===== src/rtl/control_unit_pkg.sv =====
// control_unit_pkg: opcode constants, step indices and control vector layout
package control_unit_pkg;
    localparam int OP_W   = 4;
    localparam int STEP_W = 3;
    localparam int LAST_T = 4;

    localparam logic [STEP_W-1:0] T0 = 3'd0;
    localparam logic [STEP_W-1:0] T1 = 3'd1;
    localparam logic [STEP_W-1:0] T2 = 3'd2;
    localparam logic [STEP_W-1:0] T3 = 3'd3;
    localparam logic [STEP_W-1:0] T4 = 3'd4;

    typedef enum logic [OP_W-1:0] {
        OP_LDA = 4'h0,
        OP_STA = 4'h1,
        OP_ADD = 4'h2,
        OP_SUB = 4'h3,
        OP_LDI = 4'h4,
        OP_BRC = 4'h5,
        OP_BRZ = 4'h6,
        OP_JMP = 4'h7,
        OP_OUT = 4'h8,
        OP_HLT = 4'hF
    } opcode_e;

    typedef struct packed {
        logic pc_out;
        logic pc_inc;
        logic jmp;
        logic mar_in;
        logic ram_out;
        logic ram_in;
        logic ir_in;
        logic ir_out;
        logic a_in;
        logic a_out;
        logic b_in;
        logic alu_out;
        logic alu_sub;
        logic flags_in;
        logic out_in;
    } ctrl_t;
endpackage


===== src/rtl/control_decode.sv =====
// control_decode: combinational (step, opcode) to raw control vector
module control_decode
    import control_unit_pkg::*;
(
    input  logic [STEP_W-1:0] step_i,
    input  logic [OP_W-1:0]   op_i,
    output ctrl_t             ctrl_o
);
    // Fetch steps ignore the opcode; execute steps decode it, unknown opcodes are NOPs
    always_comb begin
        ctrl_o = '0;
        case (step_i)
            T0: begin
                ctrl_o.pc_out = 1'b1;
                ctrl_o.mar_in = 1'b1;
            end
            T1: begin
                ctrl_o.ram_out = 1'b1;
                ctrl_o.ir_in   = 1'b1;
                ctrl_o.pc_inc  = 1'b1;
            end
            T2: case (op_i)
                OP_LDA, OP_STA, OP_ADD, OP_SUB: begin
                    ctrl_o.ir_out = 1'b1;
                    ctrl_o.mar_in = 1'b1;
                end
                OP_LDI: begin
                    ctrl_o.ir_out = 1'b1;
                    ctrl_o.a_in   = 1'b1;
                end
                OP_BRC, OP_BRZ, OP_JMP: begin
                    ctrl_o.ir_out = 1'b1;
                    ctrl_o.jmp    = 1'b1;
                end
                OP_OUT: begin
                    ctrl_o.a_out  = 1'b1;
                    ctrl_o.out_in = 1'b1;
                end
                default: ;
            endcase
            T3: case (op_i)
                OP_LDA: begin
                    ctrl_o.ram_out = 1'b1;
                    ctrl_o.a_in    = 1'b1;
                end
                OP_STA: begin
                    ctrl_o.a_out  = 1'b1;
                    ctrl_o.ram_in = 1'b1;
                end
                OP_ADD, OP_SUB: begin
                    ctrl_o.ram_out = 1'b1;
                    ctrl_o.b_in    = 1'b1;
                end
                default: ;
            endcase
            T4: if (op_i == OP_ADD || op_i == OP_SUB) begin
                ctrl_o.alu_out  = 1'b1;
                ctrl_o.a_in     = 1'b1;
                ctrl_o.flags_in = 1'b1;
                ctrl_o.alu_sub  = (op_i == OP_SUB);
            end
            default: ;
        endcase
    end
endmodule


===== src/rtl/control_unit.sv =====
// control_unit: five-step sequencer with halt latch and run/halt/reset output gating
module control_unit
    import control_unit_pkg::*;
#(
    parameter int OP_WIDTH  = OP_W,
    parameter int LAST_STEP = LAST_T
) (
    input  logic                clk_i,
    input  logic                rst_i,
    input  logic                run_i,
    input  logic [OP_WIDTH-1:0] op_i,
    output logic                ctrl_pc_out_o,
    output logic                ctrl_pc_inc_o,
    output logic                ctrl_jmp_o,
    output logic                ctrl_mar_in_o,
    output logic                ctrl_ram_out_o,
    output logic                ctrl_ram_in_o,
    output logic                ctrl_ir_in_o,
    output logic                ctrl_ir_out_o,
    output logic                ctrl_a_in_o,
    output logic                ctrl_a_out_o,
    output logic                ctrl_b_in_o,
    output logic                ctrl_alu_out_o,
    output logic                ctrl_alu_sub_o,
    output logic                ctrl_flags_in_o,
    output logic                ctrl_out_in_o,
    output logic [STEP_W-1:0]   step_o,
    output logic                halted_o
);
    logic [STEP_W-1:0] r_step;
    logic              r_halted;
    logic              w_gate;
    ctrl_t             w_raw;

    control_decode u_decode (
        .step_i (r_step),
        .op_i   (op_i),
        .ctrl_o (w_raw)
    );

    // Step counter and halt latch; HLT freezes the counter at T2 instead of advancing
    always_ff @(posedge clk_i or posedge rst_i) begin
        if (rst_i) begin
            r_step   <= T0;
            r_halted <= 1'b0;
        end else if (run_i && !r_halted) begin
            if (r_step == T2 && op_i == OP_HLT)
                r_halted <= 1'b1;
            else
                r_step <= (r_step == STEP_W'(LAST_STEP)) ? T0 : r_step + STEP_W'(1);
        end
    end

    assign w_gate          = run_i & ~r_halted & ~rst_i;
    assign ctrl_pc_out_o   = w_raw.pc_out   & w_gate;
    assign ctrl_pc_inc_o   = w_raw.pc_inc   & w_gate;
    assign ctrl_jmp_o      = w_raw.jmp      & w_gate;
    assign ctrl_mar_in_o   = w_raw.mar_in   & w_gate;
    assign ctrl_ram_out_o  = w_raw.ram_out  & w_gate;
    assign ctrl_ram_in_o   = w_raw.ram_in   & w_gate;
    assign ctrl_ir_in_o    = w_raw.ir_in    & w_gate;
    assign ctrl_ir_out_o   = w_raw.ir_out   & w_gate;
    assign ctrl_a_in_o     = w_raw.a_in     & w_gate;
    assign ctrl_a_out_o    = w_raw.a_out    & w_gate;
    assign ctrl_b_in_o     = w_raw.b_in     & w_gate;
    assign ctrl_alu_out_o  = w_raw.alu_out  & w_gate;
    assign ctrl_alu_sub_o  = w_raw.alu_sub  & w_gate;
    assign ctrl_flags_in_o = w_raw.flags_in & w_gate;
    assign ctrl_out_in_o   = w_raw.out_in   & w_gate;
    assign step_o          = r_step;
    assign halted_o        = r_halted;
endmodule


===== config.mk =====
export PLATFORM = sky130hd
export DESIGN_NAME = control_unit
export DESIGN_NICKNAME = d
export VERILOG_FILES = /design/src/rtl/control_unit_pkg.sv /design/src/rtl/control_decode.sv /design/src/rtl/control_unit.sv
export SDC_FILE = /design/constraint.sdc
export NUM_CORES = 1
export LEC_CHECK = 0
export ABC_AREA = 1
export CORE_UTILIZATION = 33
export CTS_CLUSTER_SIZE = 24
export DETAILED_ROUTE_END_ITERATION = 10
export HOLD_SLACK_MARGIN = 0.03
export PLACE_DENSITY = 0.84
export RECOVER_POWER = 25
export REMOVE_ABC_BUFFERS = 1
export SETUP_SLACK_MARGIN = 0.15
export SYNTH_ARGS = -nofsm -noshare
export SYNTH_HDL_FRONTEND = slang
export SYNTH_SLANG_ARGS = --single-unit

===== constraint.sdc =====
create_clock -name clk_i -period 1.45 [get_ports clk_i]
set_input_delay 0.435 -clock clk_i [delete_from_list [all_inputs] [get_ports clk_i]]
set_output_delay 0.435 -clock clk_i [all_outputs]
set_load 0.01 [all_outputs]

==> results.yml <==
clocking:
  cts_tree: "yes"
  path_clk_slew_ps: 50
  cts_made_buffers: 3
  ctsHoldBuffers: 0
  htreeDepth: 1
  cts-root-buf: "clkbuf_4"
  cts_buffer_depth: 2
  clock_latency_ps: 260
  clkSinkCount: 4
power:
  switchingPower_uw: 85.9
  swShare: 0.277
  powerDensity_nw_per_um2: 271
  power_frac_comb: 0.142
  power.share.clock: 0.496
  power_uw: 310
  power_frac_seq: 0.362
  irDropWorstVdd_mv: 0.360
  power.internal_uw: 224
  power_leakage_uw: 0.000541
status:
  violations: "setup timing"
  status: "finished, violations left"
timing:
  timing.final.ws_setup_ps: -581
  skew_ps: 20.1
  tightest_slew_ps: 217
  slew_headroom: 0.855
  setup_viol: 22
  achievable-frequency_mhz: 492
  rsz0062_at_grt: "true"
  finalHoldViolations: 0
  slew_viol_final: 0
  layout_min_cycle_time_ps: 2030
  timing.final.crit_share: 1.40
  fin_hold_ws_ps: 250
floorplanning:
  rows: 13
  core_um2: 1320
  pin_count: 26
  initial_core_util: 0.359
  die_y_um: 39.9
  fp.dieW_um: 39.9
  die_area_um2: 1590
critical_path:
  critPathMaxFanout: 4
  path_class: "reg -> out"
  cp.required_ps: 1020
  rrSetupSlack_ps: -330
  worst_ep_arrival_time_ps: 1600
  setup.worst_path.start_class: "flop"
  crit_path_end_kind: "output pin"
route:
  drtAntennaViolNets: 0
  routedWlPerCell_um: 15.8
  vias: 787
  firstDrtPassIters: 4
  viasPerCell: 5.25
  drt-total-wl_mm: 2.38
  drtIter0Drc: 25
  drc: 0
final_layout:
  layoutNonFillerInstCount: 150
  areaGrowthSynthToFinish_pct: 142
  regArea_um2: 103
  fillers: 64
  drive_gt1_frac: 0.689
  multi_input_comb_area_um2: 480
  fin_nets: 149
  num_antenna_cells: 0
global_route:
  grt_max_degree: 7
  grt_pass1_wl_mm: 2.68
  track_usage: 0.263
  grt_overflow: 0
  grt_pass1_vias: 616
  grt_antenna_before_repair: 0
synthesis:
  ys_seq_elements: 4
  ys_types: 16
  syn_avg_cell_area_um2: 6.14
  synth_area_um2: 473
  seq_area_frac_synth: 0.212
  synth_cells: 77
  yosys_warnings: 0
placed_design:
  dp_slack_ps: -1010
  place_inst: 126
  place_congestion: 0.738
  dp_hpwl_mm: 1.04
  portBuffers: 25
hold_path:
  hold_path_class: "in -> async"
job:
  cap_violations: 0
Yosys cell counts:
cell      n  area, um2
nor3b_1   1       7.51
o21ai_0   1       5.00
a21oi_1   5       25.0
dfrtp_1   4        100
nand2_1  19       71.3
ha_1      5       62.6
nand3_1   7       35.0
buf_4     2       15.0
inv_1    10       37.5
nand3_2   1       10.0
nor2_2    2       12.5
nor2_1   15       56.3
nor3b_2   1       12.5
inv_2     1       3.75
nand4_1   2       12.5
nand2_2   1       6.26
metal layers:
layer | routed length, um | GRT usage
met5 | 0 | 0
met4 | 79 | 0.0517
met3 | 196 | 0.0852
met2 | 1250 | 0.480
met1 | 848 | 0.292
what timing repair did:
| action | 4_1_cts | 5_1_grt |
|---|---|---|
| pin swaps | 16 | 18 |
| setup buffers | 14 | 6 |
| gates resized for setup | 125 | 27 |
| gates cloned | 1 | 0 |
| endpoints found under the setup margin | 23 | 23 |
power groups by stage:
stage                     Clock, uW  Combinational, uW  Sequential [uW]
after floorplan                   0               11.8              114
after global placement            0               40.5              114
after detailed placement          0               40.9              114
after CTS                       147               39.2              112
after global routing            167               47.1              112
final                           154               44.0              112
placed cells by master (no fill, tap or decap), types with 2 or more instances in the layout:
cell and n:
inv_2 5, buf_6 18, dlygate4sd2_1 6, buf_2 14
nor3b_2 2, inv_1 4, nor2_4 5, clkbuf_4 3
nor2_2 3, nand3_1 6, nand2_2 6, a21oi_1 3
dfrtp_2 2, nor2_1 9, a21oi_2 2, dfrtp_1 2
nand4_1 2, nand2_4 4, ha_4 4, nand2_1 10
buf_4 17
layout make-up:
cell class,count,area share
multi-input combinational,60,0.421
timing repair buffer,56,0.401
sequential,4,0.0898
inverter,11,0.0449
clock buffer,3,0.0197
tap,15,0.0164
timing repair inverter,1,0.00767
through the flow:
step,TNS [ps],instance area (um2),util
final,-8160,1140,0.867
after global placement,-14760,810,0.614
after floorplan,-2290,458,-
after detailed placement,-15420,810,0.614
after global routing,-9690,1140,0.867
after CTS,-6550,1010,0.764
critical path, stage by stage, from the launching register on:
cell and delay, ps:
dfrtp_2 440, inv_2 100, ha_4 150, nand2_4 60, nor2_4 120, nand2_2 90, nand2_1 100, nor2_1 50
nor2_1 110, buf_2 140
logic make-up (layout without fill, tap and decap cells):
family / Yosys count / in the layout / synth area share
buf+inv: 13 / 71 / 0.119
simple gates: 49 / 49 / 0.474
compound gates: 6 / 6 / 0.0635
flops: 4 / 4 / 0.212
fa+ha+maj: 5 / 5 / 0.132
path summary, 6_finish.rpt:
| kind | endpoint | depth (start not counted) | startpoint |
|---|---|---|---|
| worst max-delay path | ctrl_a_in_o | 9 | step_o[1] |
| worst min-delay path | halted_o | 2 | rst_i |
| worst max register to register | step_o[1] | 13 | step_o[0] |
| worst min register to register | halted_o | 3 | halted_o |
| max in group asynchronous | step_o[1] | 2 | rst_i |
| min in group clk_i | halted_o | 3 | halted_o |
registers in the layout, indices dropped and copies added, names as in the netlist:
name      cells
step_o        3
halted_o      1
No activity file was read; power rests on OpenSTA's default activity.
==> patch 1, RTL diff (same settings) <==
`STEP_W`: 3 -> 6.
--- a/src/rtl/control_unit_pkg.sv
+++ b/src/rtl/control_unit_pkg.sv
@@ -2,5 +2,5 @@
 package control_unit_pkg;
     localparam int OP_W   = 4;
-    localparam int STEP_W = 3;
+    localparam int STEP_W = 6;
     localparam int LAST_T = 4;
 
Interface: changed (resized step_o); port bits go from 26 to 29. No check against the original RTL was run, so the function may have changed too.
==> patch 1 against the unedited design <==
  * The run still ends with setup timing left
  * Sequential cell count grew 3
  * Final area increased by 50%
  * Cell count is 49% higher
  * Clock power rose by 21%
  * Area after synthesis rose by 49%
  * Global-route usage up 3.9 points
  * Setup slack gained 26 ps
  * Via count is 45% higher
  * Core utilization decreased by 0.21 points
  * Power is 46% higher
  * Fmax rose by 1.3%
  * Wire length grew 52%
==> patch 1: results (changes against the unedited design) <==
status finished with violations; failing checks setup timing; dpl hpwl 1.78 mm (+71%); All-Layer GR Usage 30.2% (+3.9 points); slowest CP cell nor3_4; commonest cells in the netlist 38 x nand2_1, 15 x nor2_1, 13 x inv_1; Setup-failing EPs final 24 (+9.1%); Post-synth ARST share 100% (unchanged); NumNets Final 209 (+40%); Setup WS pre-CTS -1150 ps (-140 ps); reg2reg path depth 9 (-4); root buf cell clkbuf_4; cell family with most CP delay buffers and inverters; Slew Limit Headroom 79.5% (-6.0 points); worst-path maximum fanout 3 (-1); share of cells above drive strength 1 69.0% (+0.15 points); global-route wire length before repair 4.72 mm (+76%); drt via density 5.08 (-3.1%); Worst Skew 1.12 ps (-19.0 ps); routability cong. 0.866 (+17%); CP peak stage delay 250 ps (-190 ps); final worst setup slack -556 ps (+25.5 ps); Peak supply drop 0.368 mV (+2.2%); Cells after DPL 194 (+54%); Worst R2R Setup Slack -10 ps (+320 ps); worst hold slack 180 ps (-70.3 ps); Yosys cell types 21 (+5); port bufs 28 (+12%); Worst EP arrival 1570 ps (-30 ps); final std cells w/o fill 224 (+49%); detailed-route wire length per cell 16.1 um (+1.6%); setup total negative slack -7530 ps (+627 ps); initial antenna violation count 0 (unchanged); largest net degree at the start of global routing 8 (+1); placed cell area 1200 um^2 (+49%)
-- patch 1: final timing paths --
path,startpoint,to
min in group clk_i,step_o[0],step_o[1]
hold reg to reg,step_o[0],step_o[1]
setup reg to reg,step_o[1],step_o[3]
max in group asynchronous,rst_i,step_o[3]
hold / removal,rst_i,halted_o
setup / recovery,op_i[3],ctrl_flags_in_o
-- patch 1: timing repair --
action | 4_1_cts | 5_1_grt
resized for setup | 164 | 37
hold buffers | 0 | 0
buffers inserted | 20 | 6
endpoints found under the setup margin | 29 | 29
pin swaps | 25 | 13
-- patch 1: worst reg2reg max path, stage by stage, from the launching register on --
cell,delay [ps]
dfrtp_1,400
buf_6,140
buf_6,110
ha_4,150
nand2_4,70
nor2_4,50
buf_6,130
a21oi_4,200
nand2_1,90
nand2_1,60
-- patch 1: cell families (layout without fill, tap and decap cells) --
logic type | after synthesis | after routing | share of synthesized area (%)
simple gates | 74 | 74 | 48.0
flops | 7 | 7 | 24.9
fa+ha+maj | 4 | 4 | 7.11
buf+inv | 21 | 104 | 13.3
compound gates | 6 | 6 | 4.26
xor+xnor | 2 | 2 | 2.49
-- patch 1: per-layer routing --
metal / vias up / GRT usage (%) / share of wire, %
li1: 518 / - / -
met1: 539 / 32.0 / 37
met2: 58 / 56.0 / 53
met3: 24 / 2.59 / 4.9
met4: 0 / 20.6 / 4.4
met5: - / 0 / 0
-- patch 1: layout make-up --
type | count | area (um^2)
inverter | 18 | 70.1
multi-input combinational | 86 | 682
timing repair buffer | 82 | 724
tap | 27 | 33.8
sequential | 7 | 178
fill | 104 | 268
clock buffer | 4 | 26.3
-- patch 1: power breakdown --
part / internal (mW) / leakage, nW / switching [mW]
registers: 0.195 / 0.0893 / 0
logic: 0.0287 / 0.791 / 0.0402
clock network: 0.106 / 0.0150 / 0.0813
==> patch 2, RTL diff (same settings) <==
Without the edit above. Add an input register stage for `run_i` and `op_i`, without a reset; this delays them by one clock.
--- a/src/rtl/control_unit.sv
+++ b/src/rtl/control_unit.sv
@@ -28,4 +28,13 @@
     output logic                halted_o
 );
+
+    logic run_q;
+    logic [OP_WIDTH-1:0] op_q;
+
+    always_ff @(posedge clk_i) begin
+        run_q <= run_i;
+        op_q  <= op_i;
+    end
+
     logic [STEP_W-1:0] r_step;
     logic              r_halted;
@@ -35,5 +44,5 @@
     control_decode u_decode (
         .step_i (r_step),
-        .op_i   (op_i),
+        .op_i   (op_q),
         .ctrl_o (w_raw)
     );
@@ -44,6 +53,6 @@
             r_step   <= T0;
             r_halted <= 1'b0;
-        end else if (run_i && !r_halted) begin
-            if (r_step == T2 && op_i == OP_HLT)
+        end else if (run_q && !r_halted) begin
+            if (r_step == T2 && op_q == OP_HLT)
                 r_halted <= 1'b1;
             else
@@ -52,5 +61,5 @@
     end
 
-    assign w_gate          = run_i & ~r_halted & ~rst_i;
+    assign w_gate          = run_q & ~r_halted & ~rst_i;
     assign ctrl_pc_out_o   = w_raw.pc_out   & w_gate;
     assign ctrl_pc_inc_o   = w_raw.pc_inc   & w_gate;
Formal check against the unedited RTL: not equivalent (Yosys sat finds a counterexample within 4 cycles, from zero or initial values and one cycle with rst_i high).
==> patch 2 against the unedited design <==
  * The run ends with DRC, setup timing left
  * Wire length shrank 9.0%
  * Critical path type unchanged
  * Setup slack lost 11 ps
  * Sequential share of layout area grew 7.9 points
  * Sequential cell count grew 5
  * Hold slack lost 6.0 ps
  * Highest routed layer unchanged
  * Final area grew 4.7%
  * Area after synthesis grew 21%
Power is left out: it rests on default switching activity, and per cell area and clock period it moved more than threefold.
==> patch 2: results (changes against the unedited design) <==
reg2reg path depth 10 (-3); Initial DRC Count 12 (-52%); Setup-failing EPs final 21 (-4.5%); CP peak stage delay 410 ps (-30 ps); slowest CP cell dfrtp_1; r2r endpoint step_o[1]; initial antenna violation count 0 (unchanged); sequential share of the synthesized area 34.9% (+14 points); dpl hpwl 1.14 mm (+9.7%); largest net degree at the start of global routing 8 (+1); Yosys cell types 16 (unchanged); diodes inserted 0 (unchanged); FF-to-FF Start step_o[1]; synth warn 0 (unchanged); final worst setup slack -592 ps (-11.3 ps); Biggest register op_q; Adder-Cell Fraction of Synth Area 10.9% (-2.3 points); Slew Limit Headroom 80.4% (-5.1 points); placed cell area 942 um^2 (+16%); failing checks DRC, setup timing; routability cong. 0.776 (+5.1%); GRT Residual Overflow 0 (unchanged); status finished with violations; top cells by area, synth dfrtp_1 17%, dfxtp_1 17%, ha_1 11%; Compound-Gate Fraction of Synth Area 4.36% (-2.0 points); Post-Synth XOR/XNOR Area 0% (unchanged); All-Layer GR Usage 23.8% (-2.5 points); EDFF count, synth 0 (unchanged); DRT Pass-1 Iters 7 (+3); NumNets Final 154 (+3.4%); Worst EP arrival 1610 ps; worst-path maximum fanout 4 (unchanged); fillcell total 109 (+70%); port bufs 25 (unchanged); Worst R2R Setup Slack -20 ps (+310 ps); Max Buffers Root-to-Sink 2 (unchanged); DRC viols 2 (+2); share of cells above drive strength 1 56.7% (-12 points); cell family with most CP delay buffers and inverters; worst hold slack 244 ps (-6.01 ps); htree depth 1 (unchanged); commonest cells in the netlist 16 x nor2_1, 15 x nand2_1, 14 x inv_1; number of flip-flops in the largest register 4 (+1); detailed-route wire length per cell 13.8 um (-13%); Vias 787 (unchanged); global-route wire length before repair 3.33 mm (+24%); vias in the first global route 762 (+24%); clock-pin slew on the worst setup and hold paths roughly 60 ps; Worst Skew 1.86 ps (-18.3 ps); Main synth FF type dfxtp_1; Post-synth ARST share 44.4% (-56 points)
patch 2: cell count changes after synthesis, moves of 2 or more:
cell | unedited run | this run
inv_1 | 10 | 14
dfxtp_1 | 0 | 5
o21ai_0 | 1 | 3
nand2_1 | 19 | 15
nand2_2 | 1 | 3
a21oi_1 | 5 | 2
nor3_1 | 0 | 2
patch 2: repair_timing:
action | CTS | global route
pin swaps | 11 | 11
setup buffers | 10 | 6
endpoints found under the setup margin | 23 | 23
resized for setup | 101 | 20
patch 2: how the worst max path moves through the flow:
stage               slack [ps]       from  cells past startpoint              to
floorplan                 -260  step_o[0]                      6      ctrl_jmp_o
global placement          -870      rst_i                      5  ctrl_ram_out_o
detailed placement        -890      rst_i                      5  ctrl_ram_out_o
CTS                       -560  step_o[0]                      9     ctrl_a_in_o
global route              -670  step_o[0]                      7     ctrl_a_in_o
finish                    -590  step_o[1]                      8     ctrl_a_in_o
patch 2: stage by stage:
| step | instances | utilization [%] | setup WS [ps] | setup TNS, ps |
|---|---|---|---|---|
| finish | 157 | 76.7 | -592 | -7570 |
| global route | 157 | 76.7 | -669 | -9030 |
| CTS | 152 | 70.8 | -559 | -6830 |
| detailed placement | 138 | 60.4 | -886 | -12390 |
| global placement | 138 | 60.4 | -872 | -12160 |
| floorplan | 82 | - | -259 | -2050 |
patch 2: logic make-up after synthesis:
logic type | after synthesis
AO/OA/AOI/OAI | 5
adder cells (fa/ha/maj) | 5
buffers and inverters | 17
flip-flops | 9
AND/OR/NAND/NOR | 48
patch 2: final cells by class:
cell class | count | area (um^2) | share of cell area [%]
well taps | 16 | 20.0 | 1.67
inverters | 15 | 56.3 | 4.71
repair buffers | 55 | 472 | 39.4
clock buffers | 3 | 22.5 | 1.88
flip-flops and latches | 9 | 201 | 16.8
multi-input cells | 58 | 419 | 35.0
clock inverters | 1 | 5.00 | 0.418
patch 2: per-layer routing:
layer | track usage [%] | vias up | wire [um]
met3 | 4.17 | 10 | 112
li1 | - | 373 | -
met2 | 41.8 | 31 | 1190
met5 | 0 | - | 0
met1 | 26.3 | 373 | 791
met4 | 15.0 | 0 | 72
